$ cat src/rtl/parking_sensor_emulator.sv
`default_nettype none
// =============================================================================
// parking_sensor_emulator : drives timed S1/S2 waveforms for one parking-gate
// manoeuvre per command; PARKING_EMU_SHADOW_COUNT_EN adds a shadow occupancy count.
// Revision: 1.0
// =============================================================================
module parking_sensor_emulator #(
  parameter int PHASE_CYCLES = 1000,
  parameter int GAP_CYCLES   = 1000,
  parameter int CNT_W        = 24
) (
  input  logic       clk,
  input  logic       btnC,
  input  logic       cmd_valid,
  input  logic [1:0] cmd_op,
  output logic       cmd_ready,
  output logic       S1,
  output logic       S2,
  output logic       busy,
  output logic       done,
  output logic [6:0] expected_count
);

  localparam logic [2:0] ST_IDLE = 3'd0;
  localparam logic [2:0] ST_P1   = 3'd1;
  localparam logic [2:0] ST_P2   = 3'd2;
  localparam logic [2:0] ST_P3   = 3'd3;
  localparam logic [2:0] ST_GAP  = 3'd4;

  localparam logic [1:0] OP_ENTER       = 2'b00;
  localparam logic [1:0] OP_EXIT        = 2'b01;
  localparam logic [1:0] OP_ABORT_ENTER = 2'b10;
  localparam logic [1:0] OP_ABORT_EXIT  = 2'b11;

  localparam logic [CNT_W-1:0] PHASE_LOAD = CNT_W'(PHASE_CYCLES - 1);
  localparam logic [CNT_W-1:0] GAP_LOAD   = CNT_W'(GAP_CYCLES - 1);
  localparam logic [CNT_W-1:0] TIMER_ONE  = CNT_W'(1);

  logic [2:0]       state_q, state_d;
  logic [CNT_W-1:0] timer_q, timer_d;
  logic [1:0]       op_q, op_d;
  logic             s1_q, s1_d;
  logic             s2_q, s2_d;
  logic             busy_q, busy_d;
  logic             done_q, done_d;
  logic             accept;
  logic             timer_expired;

  assign cmd_ready     = (state_q == ST_IDLE) && !btnC;
  assign accept        = cmd_valid && cmd_ready;
  assign timer_expired = (timer_q == '0);

  always_ff @(posedge clk) begin
    if (btnC) begin
      state_q <= ST_IDLE;
      timer_q <= '0;
      op_q    <= OP_ENTER;
      s1_q    <= 1'b0;
      s2_q    <= 1'b0;
      busy_q  <= 1'b0;
      done_q  <= 1'b0;
    end else begin
      state_q <= state_d;
      timer_q <= timer_d;
      op_q    <= op_d;
      s1_q    <= s1_d;
      s2_q    <= s2_d;
      busy_q  <= busy_d;
      done_q  <= done_d;
    end
  end

  always_comb begin
    state_d = state_q;
    timer_d = timer_q;
    op_d    = op_q;
    case (state_q)
      ST_IDLE: begin
        if (accept) begin
          state_d = ST_P1;
          timer_d = PHASE_LOAD;
          op_d    = cmd_op;
        end
      end
      ST_P1: begin
        if (!timer_expired) begin
          timer_d = timer_q - TIMER_ONE;
        end else if (op_q[1]) begin
          // Aborts only ever touch one line, so they go straight to the gap.
          state_d = ST_GAP;
          timer_d = GAP_LOAD;
        end else begin
          state_d = ST_P2;
          timer_d = PHASE_LOAD;
        end
      end
      ST_P2: begin
        if (!timer_expired) begin
          timer_d = timer_q - TIMER_ONE;
        end else begin
          state_d = ST_P3;
          timer_d = PHASE_LOAD;
        end
      end
      ST_P3: begin
        if (!timer_expired) begin
          timer_d = timer_q - TIMER_ONE;
        end else begin
          state_d = ST_GAP;
          timer_d = GAP_LOAD;
        end
      end
      ST_GAP: begin
        if (!timer_expired) begin
          timer_d = timer_q - TIMER_ONE;
        end else begin
          state_d = ST_IDLE;
        end
      end
      default: begin
        state_d = ST_IDLE;
        timer_d = '0;
      end
    endcase
  end

  // Outputs are decoded from the next state so the registered lines track the state.
  always_comb begin
    s1_d   = 1'b0;
    s2_d   = 1'b0;
    busy_d = 1'b1;
    done_d = 1'b0;
    case (state_d)
      ST_IDLE: begin
        busy_d = 1'b0;
        done_d = (state_q == ST_GAP);
      end
      ST_P1: begin
        s1_d = (op_d == OP_ENTER) || (op_d == OP_ABORT_ENTER);
        s2_d = (op_d == OP_EXIT)  || (op_d == OP_ABORT_EXIT);
      end
      ST_P2: begin
        s1_d = 1'b1;
        s2_d = 1'b1;
      end
      ST_P3: begin
        s1_d = (op_d == OP_EXIT);
        s2_d = (op_d == OP_ENTER);
      end
      default: begin
        s1_d = 1'b0;
        s2_d = 1'b0;
      end
    endcase
  end

  assign S1   = s1_q;
  assign S2   = s2_q;
  assign busy = busy_q;
  assign done = done_q;

`ifdef PARKING_EMU_SHADOW_COUNT_EN
  logic [6:0] count_q, count_d;

  always_comb begin
    count_d = count_q;
    if ((state_q == ST_P3) && (state_d == ST_GAP)) begin
      if ((op_q == OP_ENTER) && (count_q != 7'd99)) begin
        count_d = count_q + 7'd1;
      end else if ((op_q == OP_EXIT) && (count_q != 7'd0)) begin
        count_d = count_q - 7'd1;
      end
    end
  end

  always_ff @(posedge clk) begin
    if (btnC) begin
      count_q <= 7'd0;
    end else begin
      count_q <= count_d;
    end
  end

  assign expected_count = count_q;
`else
  assign expected_count = 7'd0;
`endif

endmodule
`default_nettype wire

$ cat config.mk
export PLATFORM = sky130hd
export DESIGN_NAME = parking_sensor_emulator
export DESIGN_NICKNAME = d
export VERILOG_FILES = /design/src/rtl/parking_sensor_emulator.sv
export SDC_FILE = /design/constraint.sdc
export NUM_CORES = 1
export LEC_CHECK = 0
export BUFFER_PORTS_ARGS = -buffer_cell sky130_fd_sc_hd__buf_2
export CAP_MARGIN = 20
export CORE_MARGIN = 2
export CORE_UTILIZATION = 32
export CTS_BUF_LIST = sky130_fd_sc_hd__clkbuf_2 sky130_fd_sc_hd__clkbuf_4 sky130_fd_sc_hd__clkbuf_8
export DETAILED_ROUTE_END_ITERATION = 8
export SYNTH_ARGS = -nofsm -noshare
export SYNTH_HDL_FRONTEND = slang
export SYNTH_SLANG_ARGS = --single-unit
export TNS_END_PERCENT = 30
$ cat constraint.sdc
create_clock -name clk -period 7.4 [get_ports clk]
set_clock_uncertainty 0.2 [all_clocks]
set_input_delay 1.11 -clock clk [delete_from_list [all_inputs] [get_ports clk]]
set_output_delay 1.11 -clock clk [all_outputs]
set_load 0.02 [all_outputs]
* After elaboration in Yosys (flattened, before gate mapping)
Cells that the tools add are included.
** Word-level totals
- Flip-flop bits (word level) :: 33
- Latch bits :: 0
- RAM bits :: 0
- ROM bits :: 0
- Output and inout bits :: 12
- Memories kept :: 0
** Operators by class
- $add $sub $neg :: 1
- $mul :: 0
- Divide/modulo/power cells :: 0
- Order comparisons :: 0
- Eq/ne operators :: 12
- Shift-type cells :: 0
- Muxes and demuxes :: 16
- Bitwise logic cells :: 1
- Reductions and logical operators :: 12
** Operators by type and width (count)
- $mux 24 :: 3
- $pmux 24 s3 :: 1
- $logic_not 24->1 :: 1
- $sub 24x1->24 const B :: 1
- $mux 3 :: 6
- $pmux 3 s5 :: 1
- $eq 3x2->1 const B :: 4
- $eq 3x1->1 const B :: 2
- $logic_not 3->1 :: 2
- $pmux 1 s3 :: 2
- $eq 2x2->1 const B :: 2
- $mux 2 :: 2
- $ne 2x2->1 const B :: 2
- $eq 3x3->1 const B :: 1
- $reduce_or 3->1 :: 1
- $eq 2x1->1 const B :: 1
- $logic_and 1x1->1 :: 2
- $logic_not 2->1 :: 1
- $logic_or 1x1->1 :: 2
- $reduce_and 2->1 :: 1
- $reduce_or 2->1 :: 1
- $logic_not 1->1 :: 1
- $mux 1 :: 1
- $not 1->1 :: 1

* Depth between registers and ports, before layout
- Depth in word-level cells :: 8
- Mapped depth :: 10
- Depth with buffers taken out :: 7

* Worst setup path after synthesis
No wires, ideal clock.
- Path kind :: in2out
- Start point :: input port btnC
- End point :: output port cmd_ready
- Data arrival time :: 2.006 ns
- Required time :: 6.090 ns
- Path slack :: 4.084 ns
- Stages on the path :: 3
- Path buffers :: 2
- Path through :: clkbuf_1 > clkbuf_1 > nor3_1
** Between the ends
- Cells in the longest elaborated chain, start to end :: 2
** Ends and longest elaborated chain
- from (decl) :: line 13 : input logic btnC,
- $logic_not 1->1 :: line 49 : assign cmd_ready = (state_q == ST_IDLE) && !btnC;
- $logic_and 1x1->1 :: line 49
- to (decl) :: line 16 : output logic cmd_ready,
Every way passes these cells.

* Final worst setup path
- Start point :: register timer_q[0]
- End point :: register timer_q[7]
** Between the ends
- Cells in the longest elaborated chain, start to end :: 3
- Elaborated cells on any way between the ends :: 7
- Those cells by class :: add/sub: 1; eq/ne: 1; mux: 3; reduce/logical: 2
** Ends and longest elaborated chain
- from (decl) :: line 40 : logic [CNT_W-1:0] timer_q, timer_d;
- from (signal assigned) :: line 64 : timer_q <= timer_d;
- $sub 24x1->24 or $logic_not 24->1 (tied branches)
- $mux 24, or another cell as far along :: line 114 : if (!timer_expired) begin
- $pmux 24 s3 or $reduce_and 2->1 (tied branches)
Parallel ways exist; a longest one is shown, timed or not. The select of a mux whose other input is x is not followed.
A chain may end at the register's enable or synchronous reset.

==> impl_metrics.tcl <==
set metrics [dict create \
    crit_family "simple AND/OR/NAND/NOR gates" \
    synth_cell_type_count 51 \
    place_hpwl_um 3030 \
    drv_cap 0 \
    hp-class "register to register" \
    synthFlopType "dfxtp_1" \
    syn_inst 236 \
    slew_violations 0 \
    crit_slowest_cell "or4_4" \
    worstSetupPathType "register to register" \
    wirelength_um 4280 \
    drive_gt1_frac 0.155 \
    path_clk_slew_ns 0.07 \
    seqCellArea_um2 661 \
    mostFrequentLayoutCell "dfxtp_1" \
    drt-pass1-iter-count 4 \
    final_cell_mix "dfxtp_1 (33), nor2_1 (21), nand2_1 (14)" \
    antenna_found_initial 0 \
    hold_buffers 0 \
    grt_pass1_vias 1473 \
    period_minus_slack_ns 3.06 \
    syn_area_um2 1950 \
    nets 244 \
    post-cts-setup-buffer-count 0 \
    setup_tns_ns 0 \
    vias 1752 \
    cts_tree "done" \
    nFillCells 635 \
    min-delay-start "timer_q[18]$_SDFFE_PP0P_" \
    hold_viol_final 0 \
    cts_buffers 5 \
    worst_slew_margin_rel 0.495 \
    synth_area_leader_cell "dfxtp_1" \
    ys_seq_elements 33 \
    crit_buf_inv 1 \
    p_leak_nw 0.749 \
    drt_iter0_markers 146 \
    grt_pass1_wl_um 7250 \
    arrival_ns 3.07 \
    r2r-end "timer_q[7]$_SDFFE_PP0P_" \
    portBuffers 9 \
    antennaDiodeCount 0 \
    critPathCaptureType "register" \
    netlist.area_leader.share 0.340 \
    fmax_mhz 326 \
    path_depth 7 \
    initial_core_util 0.331 \
    coreArea_um2 5890 \
    start_kind "register" \
    worst_pin_slew_ns 0.751 \
    track_usage 0.138 \
    r2r_slack_ns 4.34 \
    syn_area_per_cell_um2 8.24 \
    multi_input_area_um2 1140 \
    ys_warn_count 0 \
    setup_viol 0 \
    area_delta_synth_final_pct 6.75 \
    outcome "finished clean" \
    cp_slowest_stage_delay_ns 0.68 \
    clk_latency_ns 0.28 \
    ant_nets 0 \
    period_share 0.414 \
    clock-sinks 33 \
    synth-edff-count 0 \
    place_inst 306 \
    root_buffer "clkbuf_8" \
    synth_area_leaders "dfxtp_1 (34%), or4_1 (4.2%), nor2_1 (4.1%)" \
    reg2regPathDepth 7 \
    cp_data_required_time_ns 7.41 \
    vias_per_cell 5.58 \
    rsz0062_at_grt "false" \
    async_flop_share 0 \
    dieArea_um2 6720 \
    drc 0 \
    cp_cell_sequence "inv_1, ha_1, or4b_1, or4_4, o21ai_2, o311ai_0, o211ai_1" \
    overflow 0 \
    wl_per_cell_um 13.6 \
    gp_congestion 0.894 \
    htreeDepth 2 \
    r2r-start "timer_q[0]$_SDFFE_PP0P_" \
    die_width_um 82.0 \
    p_per_area_nw_per_um2 340 \
    hold-path-cell-count 2 \
    crit_fanout 13 \
    post_cts_resized 0 \
    whs_endpoint "timer_q[18]$_SDFFE_PP0P_" \
    die_h_um 82.0 \
    clock_path_buffers 2 \
    grt_max_degree 26 \
    seq_area_frac_synth 0.340 \
    fin_cells 314 \
    ios 17 \
    row_count 28 \
    ir_drop_uv 97.5 \
]
==> final cells by class <==
type                    count  area share
repair buffers             10      0.0253
inverters                   7      0.0127
flip-flops and latches     33       0.318
well taps                  75      0.0452
multi-input cells         181       0.550
clock buffers               7      0.0464
clock inverters             1     0.00241
==> stage by stage <==
step / power (mW) / util / hold WS, ns / setup WS (ns) / area, um2
finish: 0.707 / 0.353 / 0.278 / 4.34 / 2080
global route: 0.765 / 0.353 / 0.316 / 4.10 / 2080
CTS: 0.710 / 0.353 / 0.278 / 4.33 / 2080
detailed placement: 0.557 / 0.336 / 0.266 / 4.27 / 1980
global placement: 0.556 / 0.336 / 0.268 / 4.32 / 1980
floorplan: 0.511 / - / 0.249 / 4.08 / 1970
==> synthesized netlist by cell type, types with 2 or more instances <==
master,n
nand2_1,14
or4_1,11
a211oi_1,3
dfxtp_1,33
o311ai_0,2
a2bb2oi_1,2
o21ai_0,12
nor4b_1,2
nor2b_1,5
nand3_1,4
o21ai_2,2
inv_1,7
clkbuf_1,9
a21oi_1,13
nor4_1,6
nand2b_1,2
nor3_1,7
a31oi_1,9
o21ai_1,3
or2_2,5
nor2_1,21
buf_4,8
or3_1,10
xor2_1,2
o211ai_1,5
a21oi_2,4
buf_6,4
mux2i_1,2
o31ai_1,7
==> how the worst max path moves through the flow <==
stage | startpoint | endpoint | slack, ns
finish | timer_q[0]$_SDFFE_PP0P_ | timer_q[7]$_SDFFE_PP0P_ | 4.34
global route | timer_q[0]$_SDFFE_PP0P_ | timer_q[6]$_SDFFE_PP0P_ | 4.10
CTS | timer_q[0]$_SDFFE_PP0P_ | timer_q[7]$_SDFFE_PP0P_ | 4.33
detailed placement | btnC | timer_q[21]$_SDFFE_PP0P_ | 4.27
floorplan | btnC | cmd_ready | 4.08
global placement | btnC | timer_q[21]$_SDFFE_PP0P_ | 4.32
==> state kept, by name (all words and copies together) (netlist names) <==
signal / cells
S1: 1
S2: 1
busy: 1
done: 1
op_q: 2
state_q: 3
timer_q: 24
==> worst reg2reg max path: cells and delay by family, from the launching register on <==
family          cells  cell delay (ns)
simple gates        2             1.32
compound gates      3             0.85
flops               1             0.33
fa+ha+maj           1             0.21
buf+inv             1             0.07
==> routing by layer <==
layer  global-route usage  wire, um  vias to the layer above
met5                    0         0                        -
met4               0.0617        89                        0
met3               0.0330       227                        8
met2                0.198      1930                       44
met1                0.195      2040                      820
li1                     -         -                      880
==> power breakdown <==
group	internal [mW]	switching, mW	total [mW]
logic	0.110	0.198	0.308
clock network	0.0841	0.0659	0.150
registers	0.210	0.0383	0.249
==> cells by family after synthesis <==
kind of cell,count (synthesis),synth area share
AND/OR/NAND/NOR,94,0.275
AO/OA/AOI/OAI,74,0.268
flip-flops,33,0.340
buffers and inverters,28,0.0849
multiplexers,3,0.0161
XOR/XNOR,2,0.00900
adder cells (fa/ha/maj),1,0.00643
other,1,0.00193
Power figures use the tool's default switching activity.
